[src/rtl/prospect_sensor.sv]
// prospect_sensor
//   Companion block for the Stoplight FSM on the Prospect Ave approach.
//   - Debounces the raw inductive-loop input (sample flop + hold counter).
//   - Latches a car request until Prospect turns green; counts accepted arrivals.
//   - Sticky safety monitor over both light buses, recording the first fault cause.
// Ports
//   i_clk          system clock, all state on posedge
//   i_rst          synchronous active-high reset
//   i_loop_raw     raw loop sensor, 1 = metal over loop
//   i_light_pros   Prospect light, one-hot {G,Y,R} = bits {2,1,0}
//   i_light_wash   Washington light, same encoding
//   o_car_present  registered request to the Stoplight FSM
//   o_car_count    saturating count of accepted arrivals
//   o_fault        sticky safety violation flag
//   o_fault_code   first fault cause: 01 bad encoding, 10 conflict, 11 skipped yellow
module prospect_sensor #(
  parameter int unsigned DEBOUNCE = 3,
  parameter int unsigned CNT_W    = 8
) (
  input  logic             i_clk,
  input  logic             i_rst,
  input  logic             i_loop_raw,
  input  logic [2:0]       i_light_pros,
  input  logic [2:0]       i_light_wash,
  output logic             o_car_present,
  output logic [CNT_W-1:0] o_car_count,
  output logic             o_fault,
  output logic [1:0]       o_fault_code
);

  localparam int unsigned      DebW    = (DEBOUNCE > 1) ? $clog2(DEBOUNCE) : 1;
  localparam logic [DebW-1:0]  DebLast = DebW'(DEBOUNCE - 1);

  localparam logic [2:0] Red = 3'b001;
  localparam logic [2:0] Ylw = 3'b010;
  localparam logic [2:0] Grn = 3'b100;

  typedef enum logic [1:0] {
    StIdle   = 2'b00,
    StReq    = 2'b01,
    StServed = 2'b10
  } state_e;

  // ---------------------------------------------------------------------------
  // Debounce
  // ---------------------------------------------------------------------------
  logic            r_loop_q;
  logic            r_loop_stable;
  logic [DebW-1:0] r_deb_cnt;

  always_ff @(posedge i_clk) begin
    if (i_rst) begin
      r_loop_q      <= 1'b0;
      r_loop_stable <= 1'b0;
      r_deb_cnt     <= '0;
    end else begin
      r_loop_q <= i_loop_raw;
      if (r_loop_q == r_loop_stable) begin
        r_deb_cnt <= '0;
      end else if (r_deb_cnt == DebLast) begin
        r_loop_stable <= r_loop_q;
        r_deb_cnt     <= '0;
      end else begin
        r_deb_cnt <= r_deb_cnt + DebW'(1);
      end
    end
  end

  // ---------------------------------------------------------------------------
  // Car counter: one count per rising edge of the debounced level
  // ---------------------------------------------------------------------------
  logic             r_stable_d;
  logic [CNT_W-1:0] r_car_count;
  logic             w_arrival;
  logic             w_cnt_max;

  assign w_arrival = r_loop_stable & ~r_stable_d;
  assign w_cnt_max = &r_car_count;

  always_ff @(posedge i_clk) begin
    if (i_rst) begin
      r_stable_d  <= 1'b0;
      r_car_count <= '0;
    end else begin
      r_stable_d <= r_loop_stable;
      if (w_arrival && !w_cnt_max) begin
        r_car_count <= r_car_count + CNT_W'(1);
      end
    end
  end

  // ---------------------------------------------------------------------------
  // Request FSM (Moore, car_present registered alongside the state)
  // ---------------------------------------------------------------------------
  state_e r_state;
  logic   r_car_present;
  logic   w_pros_grn;

  assign w_pros_grn = (i_light_pros == Grn);

  always_ff @(posedge i_clk) begin
    if (i_rst) begin
      r_state       <= StIdle;
      r_car_present <= 1'b0;
    end else begin
      case (r_state)
        StIdle: begin
          // A car arriving on green simply drives through; no request.
          if (r_loop_stable && !w_pros_grn) begin
            r_state       <= StReq;
            r_car_present <= 1'b1;
          end
        end
        StReq: begin
          // Request stays latched even if the car leaves the loop.
          if (w_pros_grn) begin
            r_state       <= StServed;
            r_car_present <= 1'b0;
          end
        end
        StServed: begin
          if (!w_pros_grn) begin
            if (r_loop_stable) begin
              r_state       <= StReq;
              r_car_present <= 1'b1;
            end else begin
              r_state       <= StIdle;
              r_car_present <= 1'b0;
            end
          end
        end
        default: begin
          r_state       <= StIdle;
          r_car_present <= 1'b0;
        end
      endcase
    end
  end

  // ---------------------------------------------------------------------------
  // Safety monitor
  // ---------------------------------------------------------------------------
  logic [2:0] r_prev_pros;
  logic [2:0] r_prev_wash;
  logic       r_fault;
  logic [1:0] r_fault_code;
  logic       w_pros_ok;
  logic       w_wash_ok;
  logic       w_bad_enc;
  logic       w_conflict;
  logic       w_skip;
  logic [1:0] w_cause;

  assign w_pros_ok  = (i_light_pros == Red) || (i_light_pros == Ylw) || (i_light_pros == Grn);
  assign w_wash_ok  = (i_light_wash == Red) || (i_light_wash == Ylw) || (i_light_wash == Grn);
  assign w_bad_enc  = !w_pros_ok || !w_wash_ok;
  assign w_conflict = (i_light_pros != Red) && (i_light_wash != Red);
  assign w_skip     = ((r_prev_pros == Grn) && (i_light_pros == Red)) ||
                      ((r_prev_wash == Grn) && (i_light_wash == Red));

  // Priority when several causes coincide: encoding > conflict > skipped yellow.
  always_comb begin
    w_cause = 2'b11;
    if (w_bad_enc) begin
      w_cause = 2'b01;
    end else if (w_conflict) begin
      w_cause = 2'b10;
    end
  end

  always_ff @(posedge i_clk) begin
    if (i_rst) begin
      r_prev_pros  <= Red;
      r_prev_wash  <= Red;
      r_fault      <= 1'b0;
      r_fault_code <= 2'b00;
    end else begin
      r_prev_pros <= i_light_pros;
      r_prev_wash <= i_light_wash;
      // Only the first violation is recorded; the flag is sticky until reset.
      if (!r_fault && (w_bad_enc || w_conflict || w_skip)) begin
        r_fault      <= 1'b1;
        r_fault_code <= w_cause;
      end
    end
  end

  assign o_car_present = r_car_present;
  assign o_car_count   = r_car_count;
  assign o_fault       = r_fault;
  assign o_fault_code  = r_fault_code;

endmodule
[config.mk]
export PLATFORM = sky130hd
export DESIGN_NAME = prospect_sensor
export DESIGN_NICKNAME = d
export VERILOG_FILES = /design/src/rtl/prospect_sensor.sv
export SDC_FILE = /design/constraint.sdc
export NUM_CORES = 1
export LEC_CHECK = 0
export BUFFER_PORTS_ARGS = -buffer_cell sky130_fd_sc_hd__buf_4
export CELL_PAD_IN_SITES_DETAIL_PLACEMENT = 0
export CELL_PAD_IN_SITES_GLOBAL_PLACEMENT = 2
export CORE_ASPECT_RATIO = 0.5
export CORE_MARGIN = 4
export CORE_UTILIZATION = 35
export DETAILED_ROUTE_END_ITERATION = 10
export PLACE_DENSITY_LB_ADDON = 0.1
export SETUP_SLACK_MARGIN = 0.2
export SLEW_MARGIN = 20
export SYNTH_ARGS = -nofsm -noshare
export SYNTH_HDL_FRONTEND = slang
export SYNTH_SLANG_ARGS = --single-unit
[constraint.sdc]
create_clock -name i_clk -period 1.9 [get_ports i_clk]
set_input_delay 0.095 -clock i_clk [delete_from_list [all_inputs] [get_ports i_clk]]
set_output_delay 0.095 -clock i_clk [all_outputs]
set_load 0.05 [all_outputs]
==> metrics.md <==
| Metric | Value |
|---|---|
| Clock buffer depth | 2 |
| Syn_area_per_cell | 9.82 µm² |
| Largest net degree at the start of global routing | 23 |
| Switching part of the total | 23.4% |
| Seq cells post-synth | 25 |
| Drt wl/cell | 12.0 µm |
| Setup bufs post-CTS | 0 |
| Power per Cell Area | 717 nW/µm² |
| Layout cells sized above 1 | 27.1% |
| Fmax | 0.701 GHz |
| Post-CTS sizing | 0 |
| Vias in the first global route | 821 |
| Final wirelength | 2050 µm |
| Vias per cell | 5.02 |
| Worst VDD drop | 295 µV |
| CORE AREA | 2780 µm² |
| Die height | 47.5 µm |
| CTS Hold Bufs | 0 |
| Clock-pin slew on the worst setup and hold paths | 0.08 ns |
| Min-Delay Path Class | input pin to flop |
| Worst endpoint required time | 2.05 ns |
| Post-synth top area cell | dfxtp_1 |
| H-tree Lvls | 1 |
| DRC viols | 0 |
| Period utilization | 75.1% |
| Max-cap violations | 0 |
| Final cell count without fillers | 170 |
| Initial core utilization | 39.2% |
| Num CTS Buffers | 3 |
| Row count | 13 |
| Register area share after synthesis | 45.9% |
| Synthesized area | 1090 µm² |
| Worst Max-Slew Pin Slew | 0.368 ns |
| Util after Layout | 47.7% |
| WP data arrival | 1.58 ns |
| R2R depth | 5 |
| Vias | 854 |
| Initial antenna violation count | 0 |
| Hold path start | i_loop_raw |
| Clock Sinks | 25 |
| Synth warnings | 0 |
| Comb pwr share | 10.0% |
| Synth top area share | 45.9% |
| Switching power | 0.000222 W |
| Sequential Power Share | 57.3% |
| Ranking of synthesized cells by area | dfxtp_1 46%, nor2_1 5.2%, mux2i_1 4.6% |
| Final hold slack | 0.0421 ns |
| Count of input and output buffers | 20 |
| Final ANT Viol Nets | 0 |
| Clock Tree Root | clkbuf_8 |
| Total global-route track usage | 11.6% |
| CTS tree | yes |
| Lkg Pwr | 0.560 nW |
| Post-Place Cells | 166 |
| Hold path endpoint | r_loop_q$_SDFF_PP0_ |
| Detailed Route Iter0 Violations | 4 |
| Final setup violation count | 0 |
| Most common cell after layout, fill and taps aside | dfxtp_1 |
| Minimum clock period | 1.43 ns |
| # IOs | 21 |
| Mapped Nets | 122 |
| Post-route setup TNS | 0 ns |
| Pint | 0.000729 W |
| Startpoint Class | flop |
| Syn-to-layout area delta | 21.7% |
| Fin nets | 145 |
| Cell count after synthesis | 111 |
| DIE AREA | 4120 µm² |
| Die X | 86.9 µm |
| Detailed placement HPWL | 1480 µm |
| Clock power frac | 32.6% |
| Slowest stage cell, crit path | dfxtp_2 |
| CP Class | flop to flop |
| Max transition margin | 75.4% |
| Clock skew | 0.00144 ns |
| First-pass GRT wire length | 3710 µm |
| Reg2reg end | o_car_count[1]$_SDFFE_PP0P_ |
| CP Max Fanout | 6 |
| Final Power | 0.000951 W |
| Antenna fix cells | 0 |
| Crit end category | flop |
| Status | complete, no violations |
| Final max-slew violation count | 0 |
| Cells along the critical path | ha_1, nand4_1, o21ai_2, mux2i_1, nor2_1 |
| Hold Path Depth | 2 |
| Unrepaired setup endpoints after global routing | no |
| DRT Pass-1 Iters | 4 |
| Final Hold Viols | 0 |
| Most frequent cells in the layout | 23 x dfxtp_1, 20 x buf_4, 15 x nor2_1 |
| Worst-Skew Late Latency | 0.26 ns |
| Largest stage delay, worst path | 0.36 ns |
| Gp weighted congestion | 0.676 |
| Gr ovfl total | 0 |
| R2r startpoint | o_car_count[0]$_SDFFE_PP0P_ |
| Synth cell types | 40 |
| Reg2Reg Setup Slack | 0.47 ns |
[cell families (layout without fill, tap and decap cells)]
kind of cell | count (synthesis) | in the layout | share of synthesized area [%]
simple gates | 47 | 47 | 26.3
xor+xnor | 7 | 7 | 5.63
mux | 5 | 5 | 4.59
fa+ha+maj | 2 | 2 | 2.30
buf+inv | 7 | 29 | 2.41
flops | 25 | 25 | 45.9
compound gates | 18 | 18 | 12.9
[layer usage]
metal / track usage [%] / wire, µm
met5: 0 / 0
met2: 18.6 / 849
met1: 15.5 / 1060
met4: 1.86 / 7
met3: 4.30 / 134
[final cells by class]
class / instances / area, µm²
fill: 280 / 1460
inverter: 5 / 18.8
multi-input combinational: 79 / 563
sequential: 25 / 503
clock buffer: 4 / 45.0
tap: 37 / 46.3
timing repair buffer: 20 / 150
[how the worst max path moves through the flow]
stage,slack (ns),depth (start not counted),to,startpoint
after floorplan,0.31,4,o_car_count[1]$_SDFFE_PP0P_,o_car_count[2]$_SDFFE_PP0P_
after global placement,0.50,5,o_car_count[1]$_SDFFE_PP0P_,o_car_count[0]$_SDFFE_PP0P_
after detailed placement,0.48,5,o_car_count[1]$_SDFFE_PP0P_,o_car_count[0]$_SDFFE_PP0P_
after CTS,0.47,5,o_car_count[1]$_SDFFE_PP0P_,o_car_count[0]$_SDFFE_PP0P_
after global routing,0.31,5,o_car_count[2]$_SDFFE_PP0P_,o_car_count[1]$_SDFFE_PP0P_
final,0.47,5,o_car_count[1]$_SDFFE_PP0P_,o_car_count[0]$_SDFFE_PP0P_
[synthesized netlist by cell type (all sizes together)]
| cell type | n |
|---|---|
| and2b | 1 |
| and3 | 4 |
| xor2 | 5 |
| a31oi | 2 |
| nor3 | 3 |
| nand4bb | 1 |
| o211ai | 2 |
| nand4 | 4 |
| a21o | 1 |
| xnor2 | 2 |
| mux2i | 5 |
| nor3b | 3 |
| or3 | 1 |
| nand3 | 2 |
| nor2b | 6 |
| a211o | 1 |
| buf | 1 |
| a22oi | 1 |
| or2 | 2 |
| nand2 | 2 |
| o31ai | 1 |
| nor2 | 16 |
| dfxtp | 25 |
| o21ai | 2 |
| o221a | 1 |
| ha | 2 |
| o211a | 1 |
| o21ba | 1 |
| a21oi | 3 |
| o21a | 1 |
| a41o | 1 |
| and2 | 1 |
| clkbuf | 1 |
| nor4b | 1 |
| inv | 5 |
[stage by stage]
step | instance area [µm²] | setup WS, ns
detailed placement | 1280 | 0.479
global route | 1330 | 0.307
global placement | 1280 | 0.500
finish | 1330 | 0.473
floorplan | 1090 | 0.309
CTS | 1330 | 0.465
[state kept, by name, indices dropped and copies added, names as in the netlist]
| signal | flops |
|---|---|
| o_car_count | 8 |
| o_car_present | 1 |
| o_fault | 1 |
| o_fault_code | 2 |
| r_deb_cnt | 2 |
| r_loop_q | 1 |
| r_loop_stable | 1 |
| r_prev_pros | 3 |
| r_prev_wash | 3 |
| r_stable_d | 1 |
| r_state | 2 |
[power groups by stage]
stage	clock [W]	combinational, W	sequential, W
3_5_place_dp	0	0.0000962	0.000557
3_3_place_gp	0	0.0000969	0.000558
5_1_grt	0.000358	0.000105	0.000548
6_report	0.000310	0.0000953	0.000545
4_1_cts	0.000329	0.0000964	0.000545
2_1_floorplan	0	0.0000444	0.000573
[worst max-delay path: cells and delay by family, from the launching register on]
| kind | cells | cell delay [ns] |
|---|---|---|
| mux | 1 | 0.20 |
| flops | 1 | 0.36 |
| simple gates | 2 | 0.31 |
| fa+ha+maj | 1 | 0.20 |
| compound gates | 1 | 0.25 |
No activity file was read; power rests on OpenSTA's default activity.
